<file path="config.mk">
export PLATFORM = sky130hd
export DESIGN_NAME = iiitb_param_sync_fifo
export DESIGN_NICKNAME = d
export VERILOG_FILES = /design/src/rtl/iiitb_param_sync_fifo.sv
export SDC_FILE = /design/constraint.sdc
export NUM_CORES = 1
export LEC_CHECK = 0
export ABC_CLOCK_PERIOD_IN_PS = 2260
export CAP_MARGIN = 20
export CORE_ASPECT_RATIO = 0.9
export CORE_MARGIN = 1
export CORE_UTILIZATION = 51
export CTS_BUF_LIST = sky130_fd_sc_hd__clkbuf_16
export DETAILED_ROUTE_END_ITERATION = 7
export HOLD_SLACK_MARGIN = 0.06
export PLACE_DENSITY_LB_ADDON = 0.12
export REMOVE_ABC_BUFFERS = 1
export SYNTH_ARGS = -nofsm -noshare
export SYNTH_HDL_FRONTEND = slang
export SYNTH_SLANG_ARGS = --single-unit
</file>
<file path="constraint.sdc">
create_clock -name CLK -period 2.26 [get_ports CLK]
set_input_delay 0.452 -clock CLK [delete_from_list [all_inputs] [get_ports CLK]]
set_output_delay 0.452 -clock CLK [all_outputs]
set_load 0.01 [all_outputs]
</file>
<file path="src/rtl/iiitb_param_sync_fifo.sv">
// Parameterised single-clock FIFO with occupancy count, threshold flags and error pulses.
// Define SFIFO_FWFT_EN for first-word-fall-through reads; otherwise oData is a registered read.
module iiitb_param_sync_fifo #(
    parameter int WIDTH    = 8,
    parameter int DEPTH    = 8,
    parameter int AF_LEVEL = 6,
    parameter int AE_LEVEL = 2,
    localparam int ADDR_W  = $clog2(DEPTH)
) (
    input  logic              CLK,
    input  logic              RST,
    input  logic              write,
    input  logic [WIDTH-1:0]  iData,
    input  logic              read,
    output logic [WIDTH-1:0]  oData,
    output logic              full,
    output logic              empty,
    output logic              almost_full,
    output logic              almost_empty,
    output logic [ADDR_W:0]   count,
    output logic              overflow,
    output logic              underflow
);

    localparam logic [ADDR_W:0]   L_DEPTH   = (ADDR_W+1)'(DEPTH);
    localparam logic [ADDR_W:0]   L_AF      = (ADDR_W+1)'(AF_LEVEL);
    localparam logic [ADDR_W:0]   L_AE      = (ADDR_W+1)'(AE_LEVEL);
    localparam logic [ADDR_W:0]   L_CNT_ONE = (ADDR_W+1)'(1);
    localparam logic [ADDR_W-1:0] L_PTR_ONE = ADDR_W'(1);

    logic [WIDTH-1:0]  r_mem [DEPTH];
    logic [ADDR_W-1:0] r_wr_ptr;
    logic [ADDR_W-1:0] r_rd_ptr;
    logic [ADDR_W:0]   r_count;
    logic              r_overflow;
    logic              r_underflow;

    logic w_full;
    logic w_empty;
    logic w_wr_en;
    logic w_rd_en;

    // Flags come only from the registered count, never from read/write.
    assign w_full       = (r_count == L_DEPTH);
    assign w_empty      = (r_count == '0);
    assign w_wr_en      = write && !w_full;
    assign w_rd_en      = read && !w_empty;

    assign full         = w_full;
    assign empty        = w_empty;
    assign almost_full  = (r_count >= L_AF);
    assign almost_empty = (r_count <= L_AE);
    assign count        = r_count;
    assign overflow     = r_overflow;
    assign underflow    = r_underflow;

    // Storage is not reset; a reset edge must not accept a write.
    always_ff @(posedge CLK) begin
        if (!RST && w_wr_en) begin
            r_mem[r_wr_ptr] <= iData;
        end
    end

    always_ff @(posedge CLK) begin
        if (RST) begin
            r_wr_ptr    <= '0;
            r_rd_ptr    <= '0;
            r_count     <= '0;
            r_overflow  <= 1'b0;
            r_underflow <= 1'b0;
        end else begin
            r_overflow  <= write && w_full;
            r_underflow <= read && w_empty;
            if (w_wr_en) begin
                r_wr_ptr <= r_wr_ptr + L_PTR_ONE;
            end
            if (w_rd_en) begin
                r_rd_ptr <= r_rd_ptr + L_PTR_ONE;
            end
            case ({w_wr_en, w_rd_en})
                2'b10:   r_count <= r_count + L_CNT_ONE;
                2'b01:   r_count <= r_count - L_CNT_ONE;
                default: r_count <= r_count;
            endcase
        end
    end

`ifdef SFIFO_FWFT_EN
    assign oData = w_empty ? '0 : r_mem[r_rd_ptr];
`else
    logic [WIDTH-1:0] r_odata;

    always_ff @(posedge CLK) begin
        if (RST) begin
            r_odata <= '0;
        end else if (w_rd_en) begin
            r_odata <= r_mem[r_rd_ptr];
        end
    end

    assign oData = r_odata;
`endif

endmodule
</file>
==> summary.md <==
| Metric | Value |
|---|---|
| Reg power frac | `0.404` |
| Synthesized area per cell | `17.27 um^2` |
| Global-route wire length before repair | `9915 um` |
| Max IR drop VDD | `0.5472 mV` |
| Die Wd | `88.76 um` |
| Pleak | `1.481 nW` |
| Xor/xnor cell area share of the yosys netlist | `0.01775` |
| Pins Over Slew Limit | `0` |
| Initial DRT Pass Iterations | `4` |
| Routed wire length | `6487 um` |
| Area share of and/or/nand/nor cells after synthesis | `0.09960` |
| CTS Root Buffer Type | `clkbuf_16` |
| Placed cell count | `332` |
| Final Cycle Share | `0.9853` |
| P&R area growth vs syn | `23.69%` |
| Crit path launch | `count[0]$_SDFFE_PP0P_` |
| RSZ-0062 raised after global routing | `true` |
| Crit path kind | `register to register` |
| H-tree depth | `3` |
| Sw power | `1.378 mW` |
| Netlist cell types | `41` |
| Final setup violation count | `0` |
| Layout Utilization | `0.6522` |
| Setup TNS Final | `0 ns` |
| Worst path arrival time | `2.44 ns` |
| Crit Path Max Fanout | `5` |
| N_diodes | `0` |
| Final GP Congestion | `0.7001` |
| Critical Path End Type | `register` |
| Rel. slew slack | `0.7629` |
| # DRC | `0` |
| Layout cells sized above 1 | `0.3475` |
| Maximum root-to-sink buffer count | `2` |
| Nets@finish | `271` |
| Int Pwr | `3.356 mW` |
| Worst path required time | `2.47 ns` |
| Avg Vias per Cell | `5.352` |
| Tightest Pin Transition | `0.3556 ns` |
| Antenna Violating Nets Remaining | `0` |
| PortBufs | `29` |
| IO Pins | `30` |
| Synth warn | `0` |
| Initial antenna violation count | `0` |
| Seq/Total Area, Yosys | `0.6722` |
| Tot Pwr | `4.734 mW` |
| Mean routed wirelength per cell | `18.59 um` |
| Max Cap Viol | `0` |
| Core box area | `6551 um^2` |
| Fmax | `0.4491 GHz` |
| Setup crit end | `count[3]$_SDFFE_PP0P_` |
| Worst Setup Start Kind | `register` |
| Gr usage total | `0.2021` |
| Status | `finished, final reports clean` |
| Hold slack | `0.4930 ns` |
| Commonest cells after routing, fill and taps aside | `64 x edfxtp_1, 27 x clkdlybuf4s50_1, 25 x buf_4, 23 x nor2_1, 18 x dfxtp_1` |
| Post-synth ARST share | `0` |
| Starting Density | `0.5273` |
| Post-layout min period | `2.227 ns` |
| Highest cell delay on the worst timing path | `0.58 ns` |
| CTS tree | `done` |
| Commonest non-fill, non-tap cell in the layout | `edfxtp_1` |
| Die height | `80.08 um` |
| Synth Instances | `200` |
| Reg2reg start | `count[0]$_SDFFE_PP0P_` |
| Adder-cell area share of the yosys netlist | `0.01811` |
| EDFF count, synth | `64` |
| Top FF cell, synth | `edfxtp_1` |
| Compound-gate portion of the synthesized area | `0.05216` |
| Clk_lat worst skew | `0.33 ns` |
| Switching part of the total | `0.2912` |
| Ordered list of cells on the worst path | `or4b_4 > nand2_4 > ha_1 > or3_1 > o32ai_2 > mux2_4` |
| CTS Buf Count | `9` |
| Final hold violation count | `0` |
| HP Class | `register to register` |
| Largest net degree at the start of global routing | `21` |
| Largest family of logic cells by synthesized area | `multiplexers` |
| Filler Cell Count | `471` |
| Overall via count from detail_route | `1,868` |
| Vias in the first global route | `1,966` |
| Worst R2R Setup Slack | `0.03 ns` |
| Clock-pin slew on the worst setup and hold paths | `0.06 ns` |
| Clk pwr share | `0.275` |
| DIE AREA | `7108 um^2` |
| Mux cell area share after synthesis | `0.1134` |
| HPWL after DPL | `4190 um` |
| Gr ovfl total | `0` |
| Syn Std Cell Area | `3455 um^2` |
| Clock sink total | `84` |
| Final worst clock skew | `0.007375 ns` |
| Gate power share | `0.320` |
| Reg2Reg Depth | `6` |
| Synth Register Bits | `84` |
| RR Endpoint | `count[3]$_SDFFE_PP0P_` |
| DRT iter0 DRCs | `102` |
| # rows | `28` |
| Ratio of total power to cell area | `1108 nW/um^2` |
| Slowest stage cell on the critical path | `or4b_4` |
| Fin cells | `349` |
[through the flow]
stage	worst slack (ns)	instance area, um^2
6_report	0.03325	4273
5_1_grt	-0.04988	4273
4_1_cts	0.01053	4228
3_5_place_dp	-0.1724	3949
3_3_place_gp	-0.03763	3949
2_1_floorplan	-0.1021	3366
[critical path: cells and delay by family, from the launching register on]
| family | cells | cell delay [ns] |
|---|---|---|
| muxes | 1 | 0.32 |
| adders and majority gates | 1 | 0.25 |
| AOI/OAI and AO/OA | 1 | 0.13 |
| and+or+nand+nor | 3 | 1.08 |
| DFF | 1 | 0.34 |
[Yosys cell counts (all sizes together), types with 3 or more instances]
cell / number / area [um^2]
mux4: 16 / 360.4
ha: 5 / 62.56
edfxtp: 64 / 1922
nor2b: 4 / 25.02
o22ai: 8 / 100.1
xor2: 6 / 52.55
a21oi: 4 / 23.77
nor2: 23 / 86.33
dfxtp: 20 / 400.4
or3: 3 / 23.77
nor3: 10 / 90.09
buf: 9 / 80.07
nand2b: 4 / 32.53
nand2: 5 / 33.78
[area by class of cell]
cell class | instances | area, um^2 | share of cell area
clock inverter | 7 | 46.29 | 0.01083
timing repair buffer | 54 | 479.2 | 0.1122
inverter | 1 | 3.754 | 0.0008785
clock buffer | 9 | 225.2 | 0.05271
sequential | 84 | 2325 | 0.5441
multi-input combinational | 104 | 1081 | 0.2530
tap | 90 | 112.6 | 0.02635
[sequential cells by signal (all words and copies together) (netlist names)]
name and count:
r_mem 64, oData 8, count 4, r_rd_ptr 3, r_wr_ptr 3, overflow 1, underflow 1
[layer usage]
layer	track usage	part of all wire
met2	0.3415	0.52
met1	0.2434	0.42
met4	0.08548	0.0060
met3	0.05550	0.059
met5	0	0
[worst min path at each step]
stage	start	end	cells after the start
finish	oData[4]$_SDFFE_PP0P_	oData[4]$_SDFFE_PP0P_	2
global placement	oData[6]$_SDFFE_PP0P_	oData[6]$_SDFFE_PP0P_	2
CTS	oData[4]$_SDFFE_PP0P_	oData[4]$_SDFFE_PP0P_	2
global route	oData[0]$_SDFFE_PP0P_	oData[0]$_SDFFE_PP0P_	2
detailed placement	oData[4]$_SDFFE_PP0P_	oData[4]$_SDFFE_PP0P_	2
floorplan	r_wr_ptr[1]$_SDFFE_PP0P_	r_wr_ptr[1]$_SDFFE_PP0P_	2
[power by group through the flow]
stage | clock network [mW] | logic (mW) | registers, mW
floorplan | 0 | 0.718 | 2.05
global placement | 0 | 1.42 | 1.93
detailed placement | 0 | 1.48 | 1.95
CTS | 1.33 | 1.48 | 1.92
global route | 1.39 | 1.64 | 1.94
finish | 1.30 | 1.52 | 1.92
[cells by family (layout without fill, tap and decap cells)]
kind of cell               count (synthesis)  in the layout
xor gates and xnor gates                   7              7
AOI/OAI and AO/OA                         18             18
buffers and inverters                     12             71
muxes                                     19             19
and+or+nand+nor                           55             55
adders and majority gates                  5              5
DFF                                       84             84
[what timing repair did]
| item | CTS | global route |
|---|---|---|
| hold buffers | 0 | 0 |
| setup endpoints to repair | 4 | 3 |
| hold endpoints to repair | 0 | 0 |
| cloned | 0 | 0 |
| setup buffers | 0 | 1 |
| pin swaps | 2 | 3 |
| resized for setup | 5 | 7 |
Power figures use the tool's default switching activity.
